### src/rtl/f2i_pkg.sv
// f2i_pkg: shared FP32 field widths, integer limits and converter state encoding.
package f2i_pkg;
  localparam int EXP_W = 8;
  localparam int MAN_W = 23;
  localparam int EXP_BIAS = 127;
  localparam logic [31:0] INT32_MAX = 32'h7fff_ffff;
  localparam logic [31:0] INT32_MIN = 32'h8000_0000;
  typedef enum logic [1:0] {IDLE, SHIFT, FINISH, DONE} state_t;
endpackage

### src/rtl/fp32_classify.sv
// fp32_classify: decodes FP32 fields into special-case flags and shift direction/amount.
// F2I_ROUND_NEAREST_EN keeps e=-1 on the shift path so it can round up to 1.
module fp32_classify
  import f2i_pkg::*;
(
  input  logic             sign,
  input  logic [EXP_W-1:0] exp_f,
  input  logic [MAN_W-1:0] man,
  output logic             is_nan,
  output logic             is_inf,
  output logic             is_zero,
  output logic             sat,
  output logic             shift_left,
  output logic [4:0]       count
);
  localparam logic [7:0] E_LEFT = 8'(EXP_BIAS + MAN_W);
  localparam logic [7:0] E_SAT = 8'(EXP_BIAS + 31);
  localparam logic [7:0] E_HALF = 8'(EXP_BIAS - 1);
  logic special;
  always_comb begin
    is_nan = &exp_f && |man;
    is_inf = &exp_f && !(|man);
    // -2^31 is representable, so that one exponent-31 value takes the shift path
    sat = !(&exp_f) && exp_f >= E_SAT && !(sign && exp_f == E_SAT && !(|man));
`ifdef F2I_ROUND_NEAREST_EN
    is_zero = exp_f < E_HALF;
`else
    is_zero = exp_f <= E_HALF;
`endif
    special = is_nan | is_inf | sat | is_zero;
    shift_left = exp_f >= E_LEFT;
    count = special ? 5'd0 : shift_left ? 5'(exp_f - E_LEFT) : 5'(E_LEFT - exp_f);
  end
endmodule

### src/rtl/float2int32_seq.sv
// float2int32_seq: iterative FP32 to int32 converter, SHIFT_STEP bits per cycle.
// F2I_ROUND_NEAREST_EN selects round-to-nearest-even instead of truncation.
module float2int32_seq
  import f2i_pkg::*;
#(
  parameter int SHIFT_STEP = 8
) (
  input  logic        clk,
  input  logic        rst,
  input  logic        in_valid,
  output logic        in_ready,
  input  logic [31:0] in_float,
  output logic        out_valid,
  input  logic        out_ready,
  output logic [31:0] out_int,
  output logic        out_overflow,
  output logic        out_invalid
);
  localparam logic [5:0] STEP = 6'(SHIFT_STEP);
  state_t state_q, state_d;
  logic sign_q, sign_d, left_q, left_d, nan_q, nan_d, ovf_q, ovf_d, zero_q, zero_d;
  logic [31:0] mag_q, mag_d, out_int_q, out_int_d, val;
  logic [4:0] count_q, count_d, amt;
  logic out_overflow_q, out_overflow_d, out_invalid_q, out_invalid_d;
  logic c_nan, c_inf, c_zero, c_sat, c_left;
  logic [4:0] c_count;
`ifdef F2I_ROUND_NEAREST_EN
  logic guard_q, guard_d, sticky_q, sticky_d;
`endif
  fp32_classify u_classify (
    .sign      (in_float[31]),
    .exp_f     (in_float[30:23]),
    .man       (in_float[22:0]),
    .is_nan    (c_nan),
    .is_inf    (c_inf),
    .is_zero   (c_zero),
    .sat       (c_sat),
    .shift_left(c_left),
    .count     (c_count)
  );
  assign in_ready = state_q == IDLE;
  assign out_valid = state_q == DONE;
  assign out_int = out_int_q;
  assign out_overflow = out_overflow_q;
  assign out_invalid = out_invalid_q;
  always_comb begin
    state_d = state_q;
    sign_d = sign_q;
    left_d = left_q;
    nan_d = nan_q;
    ovf_d = ovf_q;
    zero_d = zero_q;
    mag_d = mag_q;
    count_d = count_q;
    out_int_d = out_int_q;
    out_overflow_d = out_overflow_q;
    out_invalid_d = out_invalid_q;
    amt = (6'(count_q) < STEP) ? count_q : STEP[4:0];
`ifdef F2I_ROUND_NEAREST_EN
    guard_d = guard_q;
    sticky_d = sticky_q;
    val = mag_q + {31'd0, !left_q && guard_q && (sticky_q || mag_q[0])};
`else
    val = mag_q;
`endif
    case (state_q)
      IDLE: if (in_valid) begin
        sign_d = in_float[31];
        mag_d = {8'd0, 1'b1, in_float[22:0]};
        count_d = c_count;
        left_d = c_left;
        nan_d = c_nan;
        ovf_d = c_inf | c_sat;
        zero_d = c_zero;
`ifdef F2I_ROUND_NEAREST_EN
        guard_d = 1'b0;
        sticky_d = 1'b0;
`endif
        state_d = c_count != 5'd0 ? SHIFT : FINISH;
      end
      SHIFT: begin
        mag_d = left_q ? mag_q << amt : mag_q >> amt;
        count_d = count_q - amt;
`ifdef F2I_ROUND_NEAREST_EN
        // guard is the last bit out; everything before it folds into sticky
        if (!left_q) begin
          guard_d = mag_q[amt - 5'd1];
          sticky_d = sticky_q | guard_q | |(mag_q & ((32'd1 << (amt - 5'd1)) - 32'd1));
        end
`endif
        state_d = count_d == 5'd0 ? FINISH : SHIFT;
      end
      FINISH: begin
        out_int_d = (nan_q || zero_q) ? 32'd0 : ovf_q ? (sign_q ? INT32_MIN : INT32_MAX) :
                    sign_q ? 32'd0 - val : val;
        out_overflow_d = ovf_q;
        out_invalid_d = nan_q;
        state_d = DONE;
      end
      default: if (out_ready) state_d = IDLE;
    endcase
  end
  always_ff @(posedge clk or posedge rst) begin
    if (rst) begin
      state_q <= IDLE;
      sign_q <= 1'b0;
      left_q <= 1'b0;
      nan_q <= 1'b0;
      ovf_q <= 1'b0;
      zero_q <= 1'b0;
      mag_q <= 32'd0;
      count_q <= 5'd0;
      out_int_q <= 32'd0;
      out_overflow_q <= 1'b0;
      out_invalid_q <= 1'b0;
`ifdef F2I_ROUND_NEAREST_EN
      guard_q <= 1'b0;
      sticky_q <= 1'b0;
`endif
    end else begin
      state_q <= state_d;
      sign_q <= sign_d;
      left_q <= left_d;
      nan_q <= nan_d;
      ovf_q <= ovf_d;
      zero_q <= zero_d;
      mag_q <= mag_d;
      count_q <= count_d;
      out_int_q <= out_int_d;
      out_overflow_q <= out_overflow_d;
      out_invalid_q <= out_invalid_d;
`ifdef F2I_ROUND_NEAREST_EN
      guard_q <= guard_d;
      sticky_q <= sticky_d;
`endif
    end
  end
endmodule

### config.mk
export PLATFORM = sky130hd
export DESIGN_NAME = float2int32_seq
export DESIGN_NICKNAME = d
export VERILOG_FILES = /design/src/rtl/f2i_pkg.sv /design/src/rtl/fp32_classify.sv /design/src/rtl/float2int32_seq.sv
export SDC_FILE = /design/constraint.sdc
export NUM_CORES = 1
export LEC_CHECK = 0
export BUFFER_PORTS_ARGS = -buffer_cell sky130_fd_sc_hd__buf_2
export CORE_UTILIZATION = 40
export CTS_CLUSTER_SIZE = 14
export DETAILED_ROUTE_END_ITERATION = 7
export MAX_ROUTING_LAYER = met4
export PLACE_DENSITY_LB_ADDON = 0.1
export SYNTH_ARGS = -nofsm -noshare
export SYNTH_HDL_FRONTEND = slang
export SYNTH_HIERARCHICAL = 1
export SYNTH_SLANG_ARGS = --single-unit
### constraint.sdc
create_clock -name clk -period 3.7 [get_ports clk]
set_input_delay 0.74 -clock clk [delete_from_list [all_inputs] [get_ports clk]]
set_output_delay 0.74 -clock clk [all_outputs]
set_load 0.005 [all_outputs]
==> results.json <==
{
  "start_util": 0.412,
  "fill_cells": 2067,
  "synth_top_area_share": 0.241,
  "hold-worst-slack_ns": 0.449,
  "critPathSlowestCell": "ha_1",
  "clockBufferDepth": 2,
  "async_reset_ff_frac": 1.00,
  "drc": 0,
  "startpoint": "state_q[1]",
  "num_vias": 8971,
  "crit_fanout": 22,
  "fin_skew_ns": 0.00999,
  "fin_util": 0.460,
  "cts-root-buf": "clkbuf_16",
  "synthesis.area_sq_um": 8100,
  "grtUsageTotal": 0.338,
  "maxCapViolations": 0,
  "cts.repair.resized": 0,
  "synth_most_common_cell": "nand2_1",
  "worstSetupStartpointType": "register",
  "p_leak_nw": 3.45,
  "reg2reg_depth": 7,
  "seq_area_sq_um": 1950,
  "worstSetupPathType": "register to register",
  "gp_congestion": 1.01,
  "final-setup-viol-count": 0,
  "syn2layout_area_growth_pct": 11.7,
  "avgSynthCellArea_sq_um": 7.71,
  "cts_tree": "built",
  "io_pins": 72,
  "ys_seq_area_frac": 0.241,
  "synthDistinctLibCells": 85,
  "worst_slack_ns": 0.553,
  "rows": 51,
  "grt_overflow": 0,
  "pre_cts_slack_ns": 0.598,
  "ant_nets": 0,
  "timing.fmax_mhz": 318,
  "hold_violations": 0,
  "min_period_ns": 3.15,
  "num_antenna_cells": 0,
  "arrival_ns": 3.43,
  "clock_latency_ns": 0.35,
  "outcome": "complete, no violations",
  "drv_slew": 0,
  "slew_headroom": 0.333,
  "core_area_sq_um": 19700,
  "worstPathRequired_ns": 3.98,
  "drt_iter0_drc": 1096,
  "path_clk_slew_ns": 0.07,
  "grt_max_degree": 54,
  "drt_wl_total_um": 33400,
  "grt_pass1_vias": 8323,
  "postCtsHoldBufs": 0,
  "cts_setup_buffers": 0,
  "wl_per_cell_um": 25.0,
  "nNetsFinal": 1111,
  "drive_above_1_share": 0.193,
  "min_path_type": "primary input to asynchronous set/reset pin",
  "p_per_area_nw_per_um2": 995,
  "fin_crit_sh": 0.851,
  "rsz0062_at_grt": "false",
  "multi_input_area_sq_um": 5550,
  "drt_pass1_iterations": 5,
  "grt_pass1_wl_um": 51200,
  "critPathCaptureType": "register",
  "cts_buffers": 9,
  "die_x_um": 144,
  "tightestPinTransition_ns": 1.00,
  "cpPeakStageDelay_ns": 0.75,
  "cp_cell_sequence": "inv_1, ha_1, or4b_1, a2111oi_0, a221o_1, a21oi_1, a31oi_1",
  "syn_inst": 1050,
  "ys_warn_count": 6,
  "synth.area.top_cells": "dfrtp_1 24%, mux2i_1 5.6%, nand2_1 4.2%",
  "dieArea_sq_um": 20800,
  "setup_tns_ns": 0,
  "port_buffers": 71,
  "r2r_start": "state_q[1]",
  "place_hpwl_um": 23300,
  "ir_drop_mv": 0.634,
  "syn_nets": 1095,
  "ys_seq_elements": 78,
  "synth_flop_cell": "dfrtp_1",
  "die_y_um": 144,
  "grt_antenna_before_repair": 1,
  "synth_area_leader_cell": "dfrtp_1",
  "h-tree-depth": 3,
  "clock_sinks": 78,
  "yosys-top-cells-count": "90 x nand2_1, 79 x nor2_1, 78 x clkbuf_1, 78 x dfrtp_1, 67 x o21ai_0",
  "synth_edf_count": 0,
  "via_per_inst": 6.72,
  "power_mw": 9.00
}
## final timing paths
| path | endpoint | slack [ns] |
|---|---|---|
| worst max-delay path | mag_q[1] | 0.55 |
| worst min-delay path | out_int[5] | 0.45 |
| worst max register to register | mag_q[1] | 0.55 |
| worst min register to register | out_int[18] | 0.48 |
| max in group asynchronous | mag_q[26] | 2.55 |
| min in group clk | out_int[18] | 0.48 |
## area by class of cell
| class | count | area share |
|---|---|---|
| inverter | 20 | 0.00844 |
| clock inverter | 4 | 0.00581 |
| multi-input combinational | 830 | 0.614 |
| clock buffer | 11 | 0.0279 |
| tap | 265 | 0.0367 |
| sequential | 78 | 0.216 |
| timing repair buffer | 127 | 0.0913 |
## state kept, by name (all words and copies together) (netlist names)
register	flops
sign_q	1
nan_q	1
out_int	32
out_invalid	1
zero_q	1
state_q	2
ovf_q	1
mag_q	32
left_q	1
out_overflow	1
count_q	5
## metrics by stage
| stage | instances | instance area, sq um |
|---|---|---|
| CTS | 1335 | 9040 |
| detailed placement | 1320 | 8740 |
| global route | 1335 | 9040 |
| finish | 1335 | 9040 |
| global placement | 1320 | 8740 |
| floorplan | 1050 | 8100 |
## kinds of logic after synthesis
group                      after synthesis  synth area share
AOI/OAI and AO/OA                      379             0.330
xor gates and xnor gates                24            0.0260
adders and majority gates                9            0.0139
buffers and inverters                  142            0.0759
DFF                                     78             0.241
muxes                                   61            0.0821
other                                    1          0.000463
and+or+nand+nor                        356             0.231
## power by group
group	switching, mW	internal [mW]	total, mW	leakage (nW)
Combinational	3.75	2.28	6.02	2.33
Clock	0.398	0.560	0.958	0.152
Sequential	0.774	1.24	2.02	0.969
Total	4.92	4.08	9.00	3.45
## cells in the final DEF (no fill, tap or decap), types with 44 or more instances in the layout
master and count:
buf_2 71, mux2i_1 44, buf_4 52, nor2_1 78
dfrtp_1 76, a21oi_1 53, nand2_1 90, o21ai_0 67
a211oi_1 44
## critical path, delay by kind of cell, from the launching register on
family,cells,cell delay [ns]
AOI/OAI and AO/OA,4,1.14
adders and majority gates,1,0.75
DFF,1,0.41
buffers and inverters,1,0.10
and+or+nand+nor,1,0.67
## routing by layer
metal / up-vias / wire length (um) / part of all wire / global-route usage
met1: 4240 / 14300 / 0.43 / 0.459
met2: 591 / 14200 / 0.43 / 0.493
li1: 4010 / - / - / -
met4: 0 / 1390 / 0.041 / 0.148
met3: 130 / 3430 / 0.10 / 0.0540
met5: - / 0 / 0 / -
(Power assumes the default switching activity.)
